==> src/rtl/jk_bank_sequencer.sv <==
// Command sequencer driving the per-bit J/K inputs of an external JK flip-flop bank.
// Single-step ops take one EXEC cycle; COUNT_UP/SHIFT_L/COUNT_DOWN take cmd_cnt steps.
module jk_bank_sequencer #(
    parameter int WIDTH = 8,
    parameter int CNT_W = 8
) (
    input  logic             clk,
    input  logic             preset,
    input  logic             cmd_valid,
    output logic             cmd_ready,
    input  logic [2:0]       cmd_op,
    input  logic [WIDTH-1:0] cmd_data,
    input  logic [CNT_W-1:0] cmd_cnt,
    input  logic [WIDTH-1:0] q_i,
    output logic [WIDTH-1:0] j_o,
    output logic [WIDTH-1:0] k_o,
    output logic             busy,
    output logic             done
);

    localparam logic [2:0] OP_NOP        = 3'b000;
    localparam logic [2:0] OP_CLEAR      = 3'b001;
    localparam logic [2:0] OP_SET        = 3'b010;
    localparam logic [2:0] OP_TOGGLE     = 3'b011;
    localparam logic [2:0] OP_LOAD       = 3'b100;
    localparam logic [2:0] OP_COUNT_UP   = 3'b101;
    localparam logic [2:0] OP_SHIFT_L    = 3'b110;
    localparam logic [2:0] OP_COUNT_DOWN = 3'b111;

    typedef enum logic [1:0] {
        IDLE = 2'd0,
        EXEC = 2'd1,
        DONE = 2'd2
    } state_t;

    state_t           state_q;
    logic [2:0]       op_q;
    logic [WIDTH-1:0] data_q;
    logic [CNT_W-1:0] rem_q;
    logic [CNT_W-1:0] rem_d;
    logic             ready_q;
    logic             busy_q;
    logic             done_q;

    logic             isMulti;
    logic             lastStep;
    logic [WIDTH-1:0] jNext;
    logic [WIDTH-1:0] kNext;
    logic [WIDTH-1:0] shiftIn;
    logic             carryUp;
    logic             borrowDown;

    assign isMulti  = (op_q == OP_COUNT_UP) || (op_q == OP_SHIFT_L) || (op_q == OP_COUNT_DOWN);
    assign lastStep = !isMulti || (rem_q <= CNT_W'(1));
    assign rem_d    = rem_q - CNT_W'(1);
    assign shiftIn  = {q_i[WIDTH-2:0], data_q[0]};

    // Control FSM; handshake and status outputs are registered so they change only on clk or preset.
    always_ff @(posedge clk or posedge preset) begin
        if (preset) begin
            state_q <= IDLE;
            op_q    <= '0;
            data_q  <= '0;
            rem_q   <= '0;
            ready_q <= 1'b1;
            busy_q  <= 1'b0;
            done_q  <= 1'b0;
        end else begin
            case (state_q)
                IDLE: begin
                    if (cmd_valid) begin
                        op_q    <= cmd_op;
                        data_q  <= cmd_data;
                        rem_q   <= cmd_cnt;
                        state_q <= EXEC;
                        ready_q <= 1'b0;
                        busy_q  <= 1'b1;
                    end
                end
                EXEC: begin
                    if (isMulti && rem_q != '0) begin
                        rem_q <= rem_d;
                    end
                    if (lastStep) begin
                        state_q <= DONE;
                        done_q  <= 1'b1;
                    end
                end
                DONE: begin
                    state_q <= IDLE;
                    done_q  <= 1'b0;
                    busy_q  <= 1'b0;
                    ready_q <= 1'b1;
                end
                default: begin
                    state_q <= IDLE;
                    done_q  <= 1'b0;
                    busy_q  <= 1'b0;
                    ready_q <= 1'b1;
                end
            endcase
        end
    end

    // Per-bit J/K for the current bank step; a multi-step op with a zero count degrades to a hold.
    always_comb begin
        jNext      = '0;
        kNext      = '0;
        carryUp    = 1'b1;
        borrowDown = 1'b1;
        if (state_q == EXEC) begin
            case (op_q)
                OP_NOP: begin
                    jNext = '0;
                    kNext = '0;
                end
                OP_CLEAR: kNext = '1;
                OP_SET:   jNext = '1;
                OP_TOGGLE: begin
                    jNext = data_q;
                    kNext = data_q;
                end
                OP_LOAD: begin
                    jNext = data_q;
                    kNext = ~data_q;
                end
                OP_COUNT_UP: begin
                    if (rem_q != '0) begin
                        for (int i = 0; i < WIDTH; i++) begin
                            jNext[i] = carryUp;
                            kNext[i] = carryUp;
                            carryUp  = carryUp & q_i[i];
                        end
                    end
                end
                OP_SHIFT_L: begin
                    if (rem_q != '0) begin
                        jNext = shiftIn;
                        kNext = ~shiftIn;
                    end
                end
                OP_COUNT_DOWN: begin
                    if (rem_q != '0) begin
                        for (int i = 0; i < WIDTH; i++) begin
                            jNext[i]   = borrowDown;
                            kNext[i]   = borrowDown;
                            borrowDown = borrowDown & ~q_i[i];
                        end
                    end
                end
                default: begin
                    jNext = '0;
                    kNext = '0;
                end
            endcase
        end
    end

    assign j_o       = jNext;
    assign k_o       = kNext;
    assign cmd_ready = ready_q;
    assign busy      = busy_q;
    assign done      = done_q;

endmodule

==> config.mk <==
export PLATFORM = sky130hd
export DESIGN_NAME = jk_bank_sequencer
export DESIGN_NICKNAME = d
export VERILOG_FILES = /design/src/rtl/jk_bank_sequencer.sv
export SDC_FILE = /design/constraint.sdc
export NUM_CORES = 1
export LEC_CHECK = 0
export CORE_UTILIZATION = 58
export CTS_BUF_LIST = sky130_fd_sc_hd__clkbuf_4
export DETAILED_ROUTE_END_ITERATION = 12
export DONT_BUFFER_PORTS = 1
export PLACE_DENSITY = 0.7
export SLEW_MARGIN = 20
export SYNTH_ARGS = -nofsm -noshare
export SYNTH_HDL_FRONTEND = slang
export SYNTH_SLANG_ARGS = --single-unit
==> constraint.sdc <==
create_clock -name clk -period 6 [get_ports clk]
set_input_delay 1.2 -clock clk [delete_from_list [all_inputs] [get_ports clk]]
set_output_delay 1.2 -clock clk [all_outputs]
set_load 0.02 [all_outputs]
==> run metrics <==
hold path depth=2; Detailed Place HPWL=~3600 um; Rows=20; WP data required=~4800 ps; total grt overflow=0; chip width=between 50 and 60 um; EDFF count, synth=0; Power Density=roughly 540 nW/um^2; Die Ht=58.54 um; post-CTS resize count=0; Startpoint Class=register; final worst slack=~2200 ps; GP Congestion=0.9185; Cells after Synth=~240; status=complete, no violations; largest cells by area after synthesis=dfrtp_1 31%, nand2_1 8.7%, o21ai_0 7.0%; Seq cells post-synth=24; H-tree depth=1; FILL cells=roughly 300; first-pass GRT wire length=around 8000 um; worst-margin pin slew=approximately 900 ps; layout cells sized above 1=0.06438; Antenna Cells=0; First-pass DRT Iterations=5; achievable frequency=265.0 MHz; DRC=0; R2R Path Start=rem_q[0]; Avg Cell Area, Syn=7.600 um^2; DP Area=1846 um^2; cells on worst reg2reg path=6; LEAKAGE=0.7786 nW; Initial Utilization=0.6074; nets@finish=around 270; Setup crit end kind=output port; largest net degree at the start of global routing=25; Async SR Flop Fraction=1.000; final instance area=approximately 1900 um^2; Finished Core Util=0.6217; max_slew headroom=0.4005; FF-to-FF End=rem_q[5]; Netlist cell types=50; RSZ-0062 raised after global routing=no; port bufs=0; leading area contributor after synthesis=dfrtp_1; CTS Sinks=24; r2r setup slk=roughly 3700 ps; final hold viol count=0; antenna viol nets, final=0; footprint of the multi-input gates=1151 um^2; hold path startpoint=data_q[0]; Hold WC Path Type=reg -> reg; num ports=49; Final Setup Violations=0; ys flop type=dfrtp_1; sequential cell area fraction in the yosys report=0.3246; Clock transition at path regs=~140 ps; average wire per standard cell=~17 um; final max-slew violation count=0; CP arrival=around 2600 ps; CTS tree=built; Layout Skew=a little under 9 ps; Max-cap violations=0; Clock Latency Late Sink=320 ps; Vias=around 1800; Area Overhead vs Synth=2.362%; critical setup path kind=reg -> out; syn_nets=~280; Synth Cell Area=approximately 1900 um^2; post-place setup slack=~2200 ps; worst hold endpoint=data_q[0]; Tmin final=about 3800 ps; placed cell count=273; most frequent cell after synthesis=nand2_1; VDD IR max=between 0.3 and 0.4 mV; CP max FO=9; Vias per Instance=around 6.5; DRT Wirelength=4825 um; yosys warns=0; Fin Setup TNS=0 ps; fin crit share=0.6290; Post-synth top cells=43 x nand2_1, 26 x o21ai_0, 23 x dfrtp_1, 17 x nor2_1, 15 x a21oi_1; Non-Filler Instances=277; # hold bufs at CTS=0; Storage cell area=~600 um^2; die area=3427 um^2; initial antenna violation count=0; total CTS buffers=3; fraction of synthesized cell area taken by the top area cell type=0.3104; area of the core=around 3000 um^2; Initial DRC Count=between 150 and 200; Root Driver=clkbuf_4; Post-CTS Setup Bufs=0; vias in the first global route=around 1700; Global Route Usage Sum=0.3029; CTS max path bufs=2
-- registers in the layout (all words and copies together), names as in the netlist --
| name | count |
|---|---|
| cmd_ready | 1 |
| data_q | 8 |
| busy | 1 |
| state_q | 2 |
| rem_q | 8 |
| op_q | 3 |
| done | 1 |
-- per-layer routing --
layer  global-route usage  vias up  wire length [um]
met4               0.1088        0               117
met5                    0        -                 0
met3              0.05934       12               350
met1               0.3890      856              1963
met2               0.5090       80              2394
li1                     -      865                 -
-- critical path, stage by stage (launching register included) --
cell and delay (ps):
dfrtp_1 450, inv_1 120, ha_1 170, or4b_1 600
o21ba_2 320, nor2b_1 180, a221o_1 430
-- how the worst max path moves through the flow --
stage                     startpoint  endpoint  slack, ps  depth (start not counted)
after global placement        q_i[3]    k_o[6]       2280                          4
after floorplan               q_i[0]    k_o[4]       2230                          5
after global routing        rem_q[0]    k_o[7]       2060                          6
final                       rem_q[0]    j_o[4]       2230                          6
after detailed placement      q_i[3]    k_o[6]       2240                          4
after CTS                     q_i[3]    k_o[6]       2240                          4
-- layout by cell type, fill, tap and decap left out, types with 3 or more instances in the layout --
cell type	n
a21oi_1	15
a221o_1	3
a31oi_1	9
and2_1	3
and3_1	3
clkbuf_4	3
dfrtp_1	23
ha_1	3
inv_1	8
nand2_1	43
nand2b_1	5
nand3_1	3
nor2_1	17
nor2b_1	6
nor3_1	5
o211ai_1	4
o21a_1	8
o21ai_0	26
o221ai_1	4
or2_2	3
or3_1	4
-- metrics by stage --
stage / hold WS, ps / power (mW)
4_1_cts: 563.7 / 1.023
5_1_grt: 582.7 / 1.107
3_5_place_dp: 533.0 / 0.9069
6_report: 561.1 / 1.026
2_1_floorplan: 476.9 / 0.7931
3_3_place_gp: 510.7 / 0.8773
-- report_power, final --
part	internal [mW]	total [mW]	switching [mW]	leakage (nW)
clock	0.0675	0.117	0.0497	0.0279
sequential	0.243	0.369	0.126	0.287
combinational	0.201	0.540	0.339	0.464
-- logic make-up (layout without fill, tap and decap cells) --
family | Yosys count | in the layout | share of synthesized area
AOI/OAI and AO/OA | 89 | 89 | 0.3151
DFF | 24 | 24 | 0.3246
adders and majority gates | 3 | 3 | 0.02025
muxes | 1 | 1 | 0.005398
and+or+nand+nor | 103 | 103 | 0.2800
buffers and inverters | 24 | 13 | 0.05465
-- final cells by class --
type | count | area share
tap | 44 | 0.02900
clock inverter | 1 | 0.01582
timing repair buffer | 1 | 0.003955
sequential | 24 | 0.3171
multi-input combinational | 196 | 0.6065
clock buffer | 3 | 0.01187
inverter | 8 | 0.01582
No activity file was read; power rests on OpenSTA's default activity.
